<file path="config.mk">
export PLATFORM = sky130hd
export DESIGN_NAME = mem_port_arbiter_flat
export DESIGN_NICKNAME = d
export VERILOG_FILES = /design/src/rtl/mem_port_arbiter_if.sv /design/src/rtl/mem_port_arbiter.sv /design/src/flat_wrapper.sv
export SDC_FILE = /design/constraint.sdc
export NUM_CORES = 1
export LEC_CHECK = 0
export BUFFER_PORTS_ARGS = -buffer_cell sky130_fd_sc_hd__clkbuf_2
export CAP_MARGIN = 20
export CORE_ASPECT_RATIO = 0.8
export CORE_MARGIN = 5
export CORE_UTILIZATION = 42
export DETAILED_ROUTE_END_ITERATION = 10
export PLACE_DENSITY_LB_ADDON = 0.1
export SLEW_MARGIN = 20
export SYNTH_ARGS = -nofsm -noshare
export SYNTH_HDL_FRONTEND = slang
export SYNTH_SLANG_ARGS = --single-unit
export TNS_END_PERCENT = 30
</file>
<file path="constraint.sdc">
create_clock -name clk -period 1.7 [get_ports clk]
set_input_delay 0.085 -clock clk [delete_from_list [all_inputs] [get_ports clk]]
set_output_delay 0.085 -clock clk [all_outputs]
set_load 0.005 [all_outputs]
</file>
<file path="src/rtl/mem_port_arbiter_if.sv">
// Port bundle between the IF/MEM requesters, the arbiter and the unified
// instruction/data memory. The arbiter uses the slave view; the pipeline
// stages plus the memory macro sit on the master view.
interface mem_port_arbiter_if #(
  parameter int AW = 10,
  parameter int DW = 32
) ();
  logic          if_req;
  logic [AW-1:0] if_addr;
  logic          if_gnt;
  logic          if_rvalid;
  logic [DW-1:0] if_rdata;

  logic          dm_req;
  logic          dm_we;
  logic [AW-1:0] dm_addr;
  logic [DW-1:0] dm_wdata;
  logic          dm_gnt;
  logic          dm_rvalid;
  logic [DW-1:0] dm_rdata;

  logic          mem_en;
  logic          mem_we;
  logic [AW-1:0] mem_addr;
  logic [DW-1:0] mem_wdata;
  logic [DW-1:0] mem_rdata;

  modport slave (
    input  if_req, if_addr, dm_req, dm_we, dm_addr, dm_wdata, mem_rdata,
    output if_gnt, if_rvalid, if_rdata, dm_gnt, dm_rvalid, dm_rdata,
    output mem_en, mem_we, mem_addr, mem_wdata
  );

  modport master (
    output if_req, if_addr, dm_req, dm_we, dm_addr, dm_wdata, mem_rdata,
    input  if_gnt, if_rvalid, if_rdata, dm_gnt, dm_rvalid, dm_rdata,
    input  mem_en, mem_we, mem_addr, mem_wdata
  );
endinterface

</file>
<file path="src/rtl/mem_port_arbiter.sv">
// mem_port_arbiter: shares one 1-cycle-latency synchronous memory between
// instruction fetch and the data port. Data port has fixed priority.
// Optional fetch anti-starvation is enabled by defining MEM_ARB_STARVE_EN.
// Pipeline: accept (t) -> memory command (t+1) -> read response (t+2).
module mem_port_arbiter #(
  parameter int AW         = 10,
  parameter int DW         = 32,
  parameter int STARVE_LIM = 4
) (
  input  logic               clk,
  input  logic               rst_n,
  mem_port_arbiter_if.slave  bus,
  output logic [15:0]        conflict_cnt
);

  logic          force_if;
  logic          cmd_tag;
  logic          cmd_rd;
  logic          rsp_tag;
  logic          rsp_rd;
  logic [DW-1:0] if_hold;
  logic [DW-1:0] dm_hold;

`ifdef MEM_ARB_STARVE_EN
  localparam int SW = $clog2(STARVE_LIM + 1);
  logic [SW-1:0] starve_cnt;

  assign force_if = bus.if_req && (starve_cnt == SW'(STARVE_LIM));

  // Count consecutive denied fetch cycles; any fetch accept or idle fetch clears it.
  always_ff @(posedge clk or negedge rst_n) begin
    if (!rst_n)
      starve_cnt <= '0;
    else if (!bus.if_req || bus.if_gnt)
      starve_cnt <= '0;
    else
      starve_cnt <= starve_cnt + SW'(1);
  end
`else
  assign force_if = 1'b0;
`endif

  // Grant: data port wins unless fetch has been starved long enough.
  always_comb begin
    bus.dm_gnt = bus.dm_req && !force_if;
    bus.if_gnt = bus.if_req && !bus.dm_gnt;
  end

  // Command stage: register the winning request toward the memory for one cycle.
  always_ff @(posedge clk or negedge rst_n) begin
    if (!rst_n) begin
      bus.mem_en    <= 1'b0;
      bus.mem_we    <= 1'b0;
      bus.mem_addr  <= '0;
      bus.mem_wdata <= '0;
      cmd_tag       <= 1'b0;
      cmd_rd        <= 1'b0;
    end else begin
      bus.mem_en    <= bus.if_gnt || bus.dm_gnt;
      bus.mem_we    <= bus.dm_gnt && bus.dm_we;
      bus.mem_addr  <= bus.dm_gnt ? bus.dm_addr : bus.if_addr;
      bus.mem_wdata <= bus.dm_gnt ? bus.dm_wdata : '0;
      cmd_tag       <= bus.dm_gnt;
      cmd_rd        <= bus.if_gnt || (bus.dm_gnt && !bus.dm_we);
    end
  end

  // Response stage: tag follows the read into the cycle its data appears.
  always_ff @(posedge clk or negedge rst_n) begin
    if (!rst_n) begin
      rsp_tag <= 1'b0;
      rsp_rd  <= 1'b0;
    end else begin
      rsp_tag <= cmd_tag;
      rsp_rd  <= cmd_rd;
    end
  end

  assign bus.if_rvalid = rsp_rd && !rsp_tag;
  assign bus.dm_rvalid = rsp_rd &&  rsp_tag;

  // Memory output is only valid for one cycle, so keep a copy per port to
  // hold the last delivered word afterwards.
  always_ff @(posedge clk or negedge rst_n) begin
    if (!rst_n) begin
      if_hold <= '0;
      dm_hold <= '0;
    end else begin
      if (bus.if_rvalid) if_hold <= bus.mem_rdata;
      if (bus.dm_rvalid) dm_hold <= bus.mem_rdata;
    end
  end

  assign bus.if_rdata = bus.if_rvalid ? bus.mem_rdata : if_hold;
  assign bus.dm_rdata = bus.dm_rvalid ? bus.mem_rdata : dm_hold;

  // Saturating count of cycles where both ports asked for the memory.
  always_ff @(posedge clk or negedge rst_n) begin
    if (!rst_n)
      conflict_cnt <= '0;
    else if (bus.if_req && bus.dm_req && conflict_cnt != 16'hFFFF)
      conflict_cnt <= conflict_cnt + 16'd1;
  end

endmodule
</file>
<file path="src/flat_wrapper.sv">
// flat-port wrapper written by rule: the top's interface ports become plain ports
module mem_port_arbiter_flat 
#(
  parameter int AW         = 10,
  parameter int DW         = 32,
  parameter int STARVE_LIM = 4
)
  (clk, rst_n, conflict_cnt, bus_if_req, bus_if_addr, bus_dm_req, bus_dm_we, bus_dm_addr, bus_dm_wdata, bus_mem_rdata, bus_if_gnt, bus_if_rvalid, bus_if_rdata, bus_dm_gnt, bus_dm_rvalid, bus_dm_rdata, bus_mem_en, bus_mem_we, bus_mem_addr, bus_mem_wdata);
  mem_port_arbiter_if #(.AW(AW), .DW(DW)) bus_i ();
  input  logic clk;
  input  logic rst_n;
  output logic [15:0] conflict_cnt;
  input wire logic [$bits(bus_i.if_req)-1:0] bus_if_req;
  input wire logic [$bits(bus_i.if_addr)-1:0] bus_if_addr;
  input wire logic [$bits(bus_i.dm_req)-1:0] bus_dm_req;
  input wire logic [$bits(bus_i.dm_we)-1:0] bus_dm_we;
  input wire logic [$bits(bus_i.dm_addr)-1:0] bus_dm_addr;
  input wire logic [$bits(bus_i.dm_wdata)-1:0] bus_dm_wdata;
  input wire logic [$bits(bus_i.mem_rdata)-1:0] bus_mem_rdata;
  output wire logic [$bits(bus_i.if_gnt)-1:0] bus_if_gnt;
  output wire logic [$bits(bus_i.if_rvalid)-1:0] bus_if_rvalid;
  output wire logic [$bits(bus_i.if_rdata)-1:0] bus_if_rdata;
  output wire logic [$bits(bus_i.dm_gnt)-1:0] bus_dm_gnt;
  output wire logic [$bits(bus_i.dm_rvalid)-1:0] bus_dm_rvalid;
  output wire logic [$bits(bus_i.dm_rdata)-1:0] bus_dm_rdata;
  output wire logic [$bits(bus_i.mem_en)-1:0] bus_mem_en;
  output wire logic [$bits(bus_i.mem_we)-1:0] bus_mem_we;
  output wire logic [$bits(bus_i.mem_addr)-1:0] bus_mem_addr;
  output wire logic [$bits(bus_i.mem_wdata)-1:0] bus_mem_wdata;
  assign bus_i.if_req = bus_if_req;
  assign bus_i.if_addr = bus_if_addr;
  assign bus_i.dm_req = bus_dm_req;
  assign bus_i.dm_we = bus_dm_we;
  assign bus_i.dm_addr = bus_dm_addr;
  assign bus_i.dm_wdata = bus_dm_wdata;
  assign bus_i.mem_rdata = bus_mem_rdata;
  assign bus_if_gnt = bus_i.if_gnt;
  assign bus_if_rvalid = bus_i.if_rvalid;
  assign bus_if_rdata = bus_i.if_rdata;
  assign bus_dm_gnt = bus_i.dm_gnt;
  assign bus_dm_rvalid = bus_i.dm_rvalid;
  assign bus_dm_rdata = bus_i.dm_rdata;
  assign bus_mem_en = bus_i.mem_en;
  assign bus_mem_we = bus_i.mem_we;
  assign bus_mem_addr = bus_i.mem_addr;
  assign bus_mem_wdata = bus_i.mem_wdata;
  mem_port_arbiter #(.AW(AW), .DW(DW), .STARVE_LIM(STARVE_LIM)) u_core (.clk(clk), .rst_n(rst_n), .bus(bus_i), .conflict_cnt(conflict_cnt));
endmodule
</file>
## Word level (Yosys, flattened, before mapping)

Index checks and enable logic that the tools add are counted.

| word-level totals | value |
|---|---|
| register bits | 128 |
| input bits | 89 |
| output and inout bits | 128 |
| word-level logic and storage cells | 29 |

| operators by class | value |
|---|---|
| $add $sub $neg | 1 |
| equality and inequality tests | 1 |
| multiplexer cells | 4 |
| reductions and logical operators | 12 |

Operators by type and width:

| kind | number |
|---|---|
| $mux 32 | 3 |
| $add 16x1->16 const B | 1 |
| $ne 16x16->1 const B | 1 |
| $mux 10 | 1 |
| $logic_and 1x1->1 | 7 |
| $logic_not 1->1 | 3 |
| $logic_or 1x1->1 | 2 |

## Depth between registers and ports, before layout

| depth | value |
|---|---|
| word-level depth | 3 |
| gate-level depth with buffers | 7 |
| gate-level depth less buffers | 6 |

## Least setup slack after synthesis

No wires, ideal clock.

| timing | value |
|---|---|
| kind | register -> register |
| start | register u_core.conflict_cnt[0] |
| end | register u_core.conflict_cnt[14] |
| setup time | 124 ps |
| arrival time | 1,532 ps |
| data required time | 1,576 ps |
| setup slack | 44 ps |
| stages on the path, launching flop included | 7 |
| buffers on the path | 0 |
| period minus slack after synthesis | 1,656 ps |
| cells stage by stage | dfrtp_1 ha_1 and3_1 and4_4 and4b_1 nand4_1 xnor2_1 |

| between the ends | value |
|---|---|
| word-level cells in the longest chain between the ends | 2 |
| elaborated cells between the ends (all ways) | 3 |
| classes of those cells | 1 x add/sub; 1 x eq/ne; 1 x reduce/logical |

RTL lines:

| element | RTL line | source |
|---|---|---|
| start: declaration | mem_port_arbiter.sv:13 | `output logic [15:0] conflict_cnt` |
| start signal: assignment | mem_port_arbiter.sv:102 | `conflict_cnt <= conflict_cnt + 16'd1;` |
| parallel branches: the longest is 2 deep, another holds $add 16x1->16 | -- |  |

Parallel ways; which one is timed is not known.
A chain may end at the register's enable or synchronous reset.

## Worst setup path after layout

| timing | value |
|---|---|
| start | register u_core.rsp_tag |
| end | output bus_if_rdata[17] |

| between the ends | value |
|---|---|
| word-level cells in the longest chain between the ends | 3 |

RTL lines:

| element | RTL line | source |
|---|---|---|
| start: declaration | mem_port_arbiter.sv:19 | `logic rsp_tag;` |
| start signal: assignment | mem_port_arbiter.sv:74 | `rsp_tag <= cmd_tag;` |
| $logic_not 1->1 | mem_port_arbiter.sv:79 | `assign bus.if_rvalid = rsp_rd && !rsp_tag;` |
| $logic_and 1x1->1 | mem_port_arbiter.sv:79 |  |
| $mux 32 | -- |  |
| end: declaration | flat_wrapper.sv:22 | `output wire logic [$bits(bus_i.if_rdata)-1:0] bus_if_rdata;` |

No other way between the ends.

==> impl_results.md <==
* Met3 wire length at 975 um
* EDFF count, synth at 0
* Startpoint types: register
* Hold_ws at 0.139 ns
* I/O pin count at 217
* Crit path capture type: output port
* Main synth FF type: dfrtp_1
* Final hold violation count at 0
* Worst-case clock buffer depth at 2
* Synth area leaders: dfrtp_1 67%, mux2_2 18%, and2_1 4.3%
* Status: complete, but fails checks
* Hold Crit Class: primary input to asynchronous set/reset pin
* Crit path arrival time at 1.67 ns
* H-tree Lvls at 4
* DR iter-0 viols at 143
* WL final at 12700 um
* Relative slew slack at 72.7%
* GRT overflow at 0
* Cells after synthesis at 309
* Yosys reg bits at 128
* FILL cells at 804
* Initial Util at 43.4%
* Largest area contributor in the netlist: dfrtp_1
* Setup ws final at -0.0563 ns
* Dpl cells at 666
* First-pass GRT wire length at 20400 um
* Max_cap viols at 0
* Failing checks: negative setup slack
* Crit-path cells: nor2b_4, buf_12, mux2_2, clkbuf_2
* Highest metal used: met4
* Via Count at 3624
* Setup TNS at -2.60 ns
* Leading cell type in the layout, fill and taps excluded: clkbuf_2
* Async SR Flop Fraction at 100%
* Nets@finish at 718
* Pre-antenna DRT Iters at 4
* Mean Syn Cell Area at 15.4 um2
* Synth warn at 0
* Final setup viols at 64
* Core box area at 0.0110 mm2
* Global placer's final weighted congestion at 0.740
* Post-Syn Area at 0.00476 mm2
* Initial antenna violation count at 0
* Peak supply drop at 0.805 mV
* Slowest Stage Delay on Critical Path at 0.40 ns
* Largest net degree at the start of global routing at 48
* Worst-margin pin slew at 0.410 ns
* Slowest cell on the critical path: dfrtp_1
* Vias in the first global route at 4093
* DR WL/cell at 16.1 um
* ANT nets after route at 0
* Final Instance Area at 0.00760 mm2
* Clk slew on worst S/H paths at 0.05 ns
* Tmin final at 1.76 ns
* Antenna Cells at 0
* Area grow syn2layout at 59.7%
* Die Wd at 129 um
* Sink Count at 128
* TritonCTS Buffers at 17
* Max Slew Vio Count at 0
* Tot Pwr at 8.87 mW
* Met2 WL post-DR at 6670 um
* Fin cells at 785
* GRT Total Usage at 19.2%
* LEAKAGE at 3.80 nW
* Fin crit share at 103%
* Post-Route M1 WL at 4760 um
* Req. time, crit path at 1.62 ns
* CTS tree: done
* Share of layout cells above drive strength 1 at 53.8%
* Post-DP Area at 0.00609 mm2
* Synth unique cells at 30
* Vias per std cell at 4.62
* Post-CTS setup buffer count at 0
* Clock root buffer: clkbuf_16
* Rows at 34
* Full die area at 0.0136 mm2
* Max frequency at 569 MHz
* Power Density at 1170 mW/mm2
* Yosys top cell area share at 67.3%
* Critical path type: register to output port
* CP max FO at 33
* Sequential element share of the synthesized area at 67.3%
* Final routed DRC violation total at 0
* Post-Synthesis Net Count at 399
* Dpl hpwl at 8490 um
* Worst skew pair latency at 0.41 ns
* Port bufs at 216
* Die Ht at 105 um
* RSZ-0062 raised after global routing: yes
* Setup Skew at 0.00586 ns
* R2R Setup Slk at 0.02 ns
* Most frequent cells in the layout: 215 x clkbuf_2, 128 x dfrtp_1, 87 x dlygate4sd3_1
==> per-layer routing <==
metal,up-vias,track usage (%)
li1,1687,-
met1,1787,21.5
met3,23,6.27
met5,-,0
met4,0,6.97
met2,127,33.8
==> worst max-delay path: cells and delay by family (launching register included) <==
kind                   cells  cell delay [ns]
DFF                        1             0.40
and+or+nand+nor            1             0.14
muxes                      1             0.38
buffers and inverters      2             0.35
==> report_power, final <==
group          switching, mW  internal, mW  leakage, nW
clock                   1.27          2.42        0.289
combinational          0.701         0.883         1.95
sequential             0.165          3.43         1.56
==> cell families after synthesis <==
family          count (synthesis)  synth area share (%)
xor+xnor                       13                  2.39
compound gates                  5                 0.579
fa+ha+maj                       1                 0.263
mux                            75                  17.8
simple gates                   70                  9.73
flops                         128                  67.3
buf+inv                        17                  1.89
==> synthesized netlist by cell type, types with 3 or more instances <==
library cell	count
dfrtp_1	128
mux2_2	74
and2_1	33
xor2_1	9
nand2_1	7
and3_1	5
clkbuf_1	5
a21oi_1	4
nand3_1	4
xnor2_1	4
buf_1	3
buf_2	3
nor2_1	3
nor3_1	3
==> what timing repair did <==
action,in CTS,in global routing
gates cloned,0,0
setup endpoints to repair,67,70
hold buffers,87,0
gates resized for setup,3,4
endpoints found under the hold margin,237,0
pin swaps,0,2
==> layout make-up <==
cell class                      instances  area [um2]  share of cell area [%]
Inverter                                2        7.51                  0.0988
Clock inverter                          9         131                    1.73
Multi-Input combinational cell        164        1500                    19.8
Sequential cell                       128        3200                    42.2
Timing Repair Buffer                  315        2090                    27.6
Tap cell                              144         180                    2.37
Clock buffer                           23         478                    6.29
==> worst paths after layout <==
| kind | from | to | depth (start not counted) |
|---|---|---|---|
| worst min register to register | u_core.cmd_tag | u_core.rsp_tag | 0 |
| worst max register to register | u_core.conflict_cnt[1] | u_core.conflict_cnt[14] | 6 |
| max in group asynchronous | rst_n | u_core.if_hold[20] | 3 |
| worst max-delay path | u_core.rsp_tag | bus_if_rdata[17] | 4 |
| worst min-delay path | rst_n | u_core.bus.mem_wdata[2] | 2 |
| min in group clk | bus_dm_req | u_core.cmd_tag | 2 |
==> through the flow <==
stage                     utilization, %  setup slack (ns)
final                               69.2           -0.0563
after global routing                69.2            -0.129
after CTS                           69.0           -0.0909
after detailed placement            55.5           -0.0101
after global placement              55.5            0.0314
after floorplan                        -            0.0441
==> sequential cells by signal, indices dropped and copies added, names as in the netlist <==
signal                cells
u_core.bus.mem_we         1
u_core.rsp_rd             1
u_core.bus.mem_wdata     32
u_core.bus.mem_addr      10
u_core.bus.mem_en         1
u_core.dm_hold           32
u_core.cmd_tag            1
u_core.conflict_cnt      16
u_core.cmd_rd             1
u_core.rsp_tag            1
u_core.if_hold           32
Power figures use the tool's default switching activity.
